===== src/rtl/ga_pkg.sv =====
// ga_pkg: shared widths, distance sentinel and sweep FSM states for the GA TSP engine
package ga_pkg;
  localparam int GENE_W = 10;
  localparam int GENES = 15;
  localparam int CHROM_W = GENE_W * GENES;
  localparam int DIST_W = 12;
  localparam logic [DIST_W-1:0] DIST_MAX = 12'hFFF;
  typedef enum logic [2:0] {
    S_IDLE,
    S_READ,
    S_CAPTURE,
    S_LAUNCH,
    S_WAIT,
    S_WRITE,
    S_FINISH
  } sweep_state_t;
endpackage


===== src/rtl/min_tracker.sv =====
// min_tracker: keeps the strictly-smallest distance and its index (clk, rst, clear, en, val, idx -> best_dist, best_idx)
module min_tracker
  import ga_pkg::*;
#(
  parameter int ADDR_W = 5
) (
  input  logic              clk,
  input  logic              rst,
  input  logic              clear,
  input  logic              en,
  input  logic [DIST_W-1:0] val,
  input  logic [ADDR_W-1:0] idx,
  output logic [DIST_W-1:0] best_dist,
  output logic [ADDR_W-1:0] best_idx
);
  always_ff @(posedge clk)
    if (rst || clear) begin
      best_dist <= DIST_MAX;
      best_idx <= '0;
    end else if (en && val < best_dist) begin
      best_dist <= val;
      best_idx <= idx;
    end
endmodule


===== src/rtl/fitness_sweep.sv =====
// fitness_sweep: on go, reads each chromosome, runs it through CompDistance (start/done handshake with timeout), writes fitness RAM and tracks the best tour; outputs busy/done/timeout_err
module fitness_sweep
  import ga_pkg::*;
#(
  parameter int POP_SIZE = 32,
  parameter int ADDR_W = 5,
  parameter int TIMEOUT = 1024
) (
  input  logic               clk,
  input  logic               rst,
  input  logic               go,
  output logic               pop_re,
  output logic [ADDR_W-1:0]  pop_addr,
  input  logic [CHROM_W-1:0] pop_data,
  output logic [CHROM_W-1:0] dist_in,
  output logic               dist_start,
  input  logic [DIST_W-1:0]  dist_out,
  input  logic               dist_done,
  output logic               fit_we,
  output logic [ADDR_W-1:0]  fit_addr,
  output logic [DIST_W-1:0]  fit_data,
  output logic [ADDR_W-1:0]  best_idx,
  output logic [DIST_W-1:0]  best_dist,
  output logic               busy,
  output logic               done,
  output logic               timeout_err
);
  localparam int CW = $clog2(TIMEOUT) + 1;
  sweep_state_t state, state_n;
  logic [ADDR_W-1:0] idx;
  logic [CW-1:0] cnt;
  logic [DIST_W-1:0] val;
  logic last, expire, start_sweep;
  assign last = idx == ADDR_W'(POP_SIZE - 1);
  assign expire = cnt == CW'(TIMEOUT - 1);
  assign start_sweep = state == S_IDLE && go;
  assign pop_re = state == S_READ;
  assign dist_start = state == S_LAUNCH;
  assign fit_we = state == S_WRITE;
  assign done = state == S_FINISH;
  assign busy = state != S_IDLE;
  assign pop_addr = idx;
  assign fit_addr = idx;
  assign fit_data = val;
  always_ff @(posedge clk)
    if (rst) begin
      state <= S_IDLE;
      idx <= '0;
      cnt <= '0;
      val <= '0;
      dist_in <= '0;
      timeout_err <= 1'b0;
    end else begin
      state <= state_n;
      if (start_sweep) begin
        idx <= '0;
        timeout_err <= 1'b0;
      end
      if (state == S_WRITE && !last) idx <= idx + ADDR_W'(1);
      if (state == S_CAPTURE) dist_in <= pop_data;
      if (state == S_LAUNCH) cnt <= '0;
      else if (state == S_WAIT) cnt <= cnt + CW'(1);
      if (state == S_WAIT && dist_done) val <= dist_out;
      else if (state == S_WAIT && expire) begin
        val <= DIST_MAX;
        timeout_err <= 1'b1;
      end
    end
  always_comb begin
    state_n = state;
    case (state)
      S_IDLE:    state_n = go ? S_READ : S_IDLE;
      S_READ:    state_n = S_CAPTURE;
      S_CAPTURE: state_n = S_LAUNCH;
      S_LAUNCH:  state_n = S_WAIT;
      S_WAIT:    state_n = (dist_done || expire) ? S_WRITE : S_WAIT;
      S_WRITE:   state_n = last ? S_FINISH : S_READ;
      default:   state_n = S_IDLE;
    endcase
  end
  min_tracker #(.ADDR_W(ADDR_W)) u_min (
    .clk(clk),
    .rst(rst),
    .clear(start_sweep),
    .en(state == S_WRITE),
    .val(val),
    .idx(idx),
    .best_dist(best_dist),
    .best_idx(best_idx)
  );
endmodule


===== config.mk =====
export PLATFORM = sky130hd
export DESIGN_NAME = fitness_sweep
export DESIGN_NICKNAME = d
export VERILOG_FILES = /design/src/rtl/ga_pkg.sv /design/src/rtl/min_tracker.sv /design/src/rtl/fitness_sweep.sv
export SDC_FILE = /design/constraint.sdc
export NUM_CORES = 1
export LEC_CHECK = 0
export ABC_AREA = 1
export BUFFER_PORTS_ARGS = -buffer_cell sky130_fd_sc_hd__buf_2
export CORE_AREA = 2 2 140 142
export CTS_BUF_LIST = sky130_fd_sc_hd__clkbuf_4
export CTS_CLUSTER_SIZE = 40
export DETAILED_ROUTE_END_ITERATION = 8
export DIE_AREA = 0 0 142 144
export PLACE_DENSITY = 0.73
export SYNTH_ARGS = -nofsm -noshare
export SYNTH_HDL_FRONTEND = slang
export SYNTH_HIERARCHICAL = 1
export SYNTH_SLANG_ARGS = --single-unit

===== constraint.sdc =====
create_clock -name clk -period 1.9 [get_ports clk]
set_clock_uncertainty 0.1 [all_clocks]
set_input_delay 0.38 -clock clk [delete_from_list [all_inputs] [get_ports clk]]
set_output_delay 0.38 -clock clk [all_outputs]
set_load 0.02 [all_outputs]

==> metrics.md <==
| Metric | Value |
|---|---|
| CP startpoint | `state[0]` |
| Maximum VDD drop | `~0.00050 V` |
| Reg clk slew, reported paths | `0.17 ns` |
| FILL cells | `1500` |
| CTS Sinks | `199` |
| Crit path kind | `flop to output pin` |
| Final setup viols | `1` |
| Root Driver | `clkbuf_4` |
| Compound-Gate Fraction of Synth Area | `0.121` |
| Failing checks | `negative setup slack` |
| Final period util | `1.02` |
| Initial antenna violation count | `3` |
| Clock Tree Buf Depth | `2` |
| Syn nets | `roughly 1200` |
| Skew-Pair Late Insertion Delay | `roughly 0.57 ns` |
| CTS HTree Levels | `4` |
| Largest family of logic cells by synthesized area | `simple AND/OR/NAND/NOR gates` |
| CP arrival | `about 1.5 ns` |
| Syn Std Cell Area | `7890 um2` |
| Final WL | `27700 um` |
| Via-to-Cell Ratio | `4.92` |
| Cell variety after synth | `27` |
| FF-to-FF Start | `fit_data[7]` |
| Worst slew pin tran | `around 0.37 ns` |
| Layout cells sized above 1 | `0.324` |
| Fin util | `0.641` |
| Final Max Slew Viols | `0` |
| Die H | `144 um` |
| First-pass GRT wire length | `41300 um` |
| Routed Antenna Nets | `0` |
| Top Ports | `361` |
| Post-synthesis simple-gate area fraction | `0.264` |
| Core area | `19100 um2` |
| Hold Crit Class | `input pin to flop` |
| Adder-cell share of the synthesized area | `0.0222` |
| Fmax | `516 MHz` |
| Setup crit start kind | `flop` |
| Vias | `8897` |
| HP Start | `dist_out[10]` |
| Gr ovfl total | `0` |
| DRT iter0 DRCs | `505` |
| Synth Area in XOR/XNOR | `0.00333` |
| Status | `complete, but fails checks` |
| Mean Syn Cell Area | `7.63 um2` |
| Final Hold Fails | `0` |
| Row Count | `51` |
| CP endpoint kind | `output pin` |
| Vias in the first global route | `8479` |
| Drt drc | `0` |
| RSZ-0062 raised after global routing | `true` |
| Total power | `9.37 mW` |
| # Max-Cap Violations | `0` |
| Multiplexer share of the synthesized area | `0` |
| Synth top area share | `0.505` |
| Die ar. | `between 20000 and 25000 um2` |
| Wire per inst | `15.3 um` |
| Port Buffers | `360` |
| CP required | `1.42 ns` |
| PD cells | `767 nW/um2` |
| Layout net count | `1733` |
| Synth Register Bits | `199` |
| CTS buffer count | `17` |
| Final Wtd Congestion | `0.854` |
| Cell taking the most area after synthesis | `dfxtp_1` |
| FF+latch area | `roughly 4000 um2` |
| Min cycle time layout | `1.94 ns` |
| Initial Utilization | `0.414` |
| P_leak | `6.38 nW` |
| CTS tree | `yes` |
| Final WS setup | `-0.0371 ns` |
| Tot GR Track Use | `0.252` |
| Rel. slew slack | `0.755` |
| Post-DP HPWL | `about 17000 um` |
| Die width | `142 um` |
| CP max FO | `4` |
| Yosys Warn Count | `6` |
| Synthesized instance count | `1034` |
| DR pass1 iterations | `8` |
| Footprint of the multi-input gates | `~3400 um2` |
| Area Growth Syn to Fin | `54.9%` |
| Register area share after synthesis | `0.505` |
| Largest net degree at the start of global routing | `98` |
| Synth area leaders | `dfxtp_1 50%, nor2_1 15%, o21ai_0 9.5%, inv_1 3.8%, nand2_1 3.2%` |
-- logic make-up after synthesis --
| logic type | after synthesis |
|---|---|
| AOI/OAI and AO/OA | 188 |
| xor gates and xnor gates | 3 |
| adders and majority gates | 14 |
| buffers and inverters | 149 |
| DFF | 199 |
| and+or+nand+nor | 481 |
-- critical path, stage by stage (launching register included) --
cell and delay [ns]:
dfxtp_2 0.38, buf_6 0.14, inv_6 0.05, nor3_4 0.17, buf_6 0.16
-- final cells by class --
class / instances / share of cell area
repair buffers: 563 / 0.322
multi-input cells: 687 / 0.278
well taps: 238 / 0.0244
diodes: 3 / 0.000614
clock inverters: 15 / 0.00983
flip-flops and latches: 199 / 0.327
inverters: 85 / 0.0278
clock buffers: 17 / 0.0104
-- report_power, final --
group          leakage (nW)  switching, mW  internal [mW]  total (mW)
sequential             1.62          0.218           4.58        4.80
clock                 0.130           1.55          0.549        2.10
combinational          4.64           1.51          0.963        2.47
total                  6.38           3.28           6.10        9.37
-- path summary, 6_finish.rpt --
check | to | slack (ns) | cells after the start
max | pop_re | -0.04 | 4
max reg2reg | u_min/best_dist[0] | 0.01 | 10
min reg2reg | cnt[10] | 0.38 | 2
min | fit_data[10] | 0.08 | 5
-- sequential cells by signal (all words and copies together) (netlist names) --
register / flops
timeout_err: 1
state: 3
fit_data: 12
u_min/best_idx: 5
fit_addr: 5
dist_in: 150
u_min/best_dist: 12
cnt: 11
-- metal layers --
| layer | GRT usage | vias up | wire length, um |
|---|---|---|---|
| met4 | 0.119 | 0 | 1190 |
| li1 | - | 4303 | - |
| met3 | 0.0934 | 115 | 2390 |
| met5 | 0 | - | 0 |
| met2 | 0.421 | 406 | 13400 |
| met1 | 0.287 | 4073 | 10700 |
-- through the flow --
step / instances / TNS, ns / worst slack, ns / hold WS (ns) / instance area (um2)
floorplan: 1034 / 0 / 0.0891 / 0.340 / 7890
global placement: 1590 / 0 / 0.0734 / 0.351 / 9910
detailed placement: 1590 / 0 / 0.00177 / 0.361 / 9910
CTS: 1794 / -0.266 / -0.0912 / 0.00523 / 12000
global route: 1807 / -0.600 / -0.148 / 0.0402 / 12200
finish: 1807 / -0.0371 / -0.0371 / 0.0778 / 12200
-- synth_stat cells --
master    instances
nor2_1          321
dfxtp_1         199
o21ai_0         150
inv_1            80
nand2_1          68
nand3_1          43
clkbuf_1         23
buf_2            21
a21oi_1          19
buf_4            16
o21ai_1          16
ha_1             14
nand2_2          14
nand3_2          13
nor2_4            6
buf_6             4
nor2_2            4
nor3_1            4
a21oi_2           3
clkinv_1          3
nand4_1           3
xor2_1            3
inv_2             2
nand2_4           2
nand3b_1          1
nor2_8            1
or2_2             1
-- cell usage in the layout (no fill, tap or decap), types with 9 or more instances in the layout --
cell / count
buf_12: 9
buf_4: 24
nor2_1: 319
a21oi_1: 17
dlygate4sd3_1: 163
buf_6: 9
nand3_1: 38
nand2_2: 15
o21ai_0: 150
ha_1: 11
o21ai_1: 16
nand3_2: 17
buf_2: 355
nand2_1: 64
inv_1: 77
clkbuf_4: 17
dfxtp_1: 190
-- repair_timing --
| item | in CTS | in global routing |
|---|---|---|
| hold buffers | 163 | 0 |
| endpoints found under the hold margin | 169 | 0 |
| buffers inserted | 9 | 8 |
| gates cloned | 0 | 3 |
| pin swaps | 3 | 18 |
| setup endpoints to repair | 15 | 22 |
| resized for setup | 31 | 32 |
No activity file was read; power rests on OpenSTA's default activity.
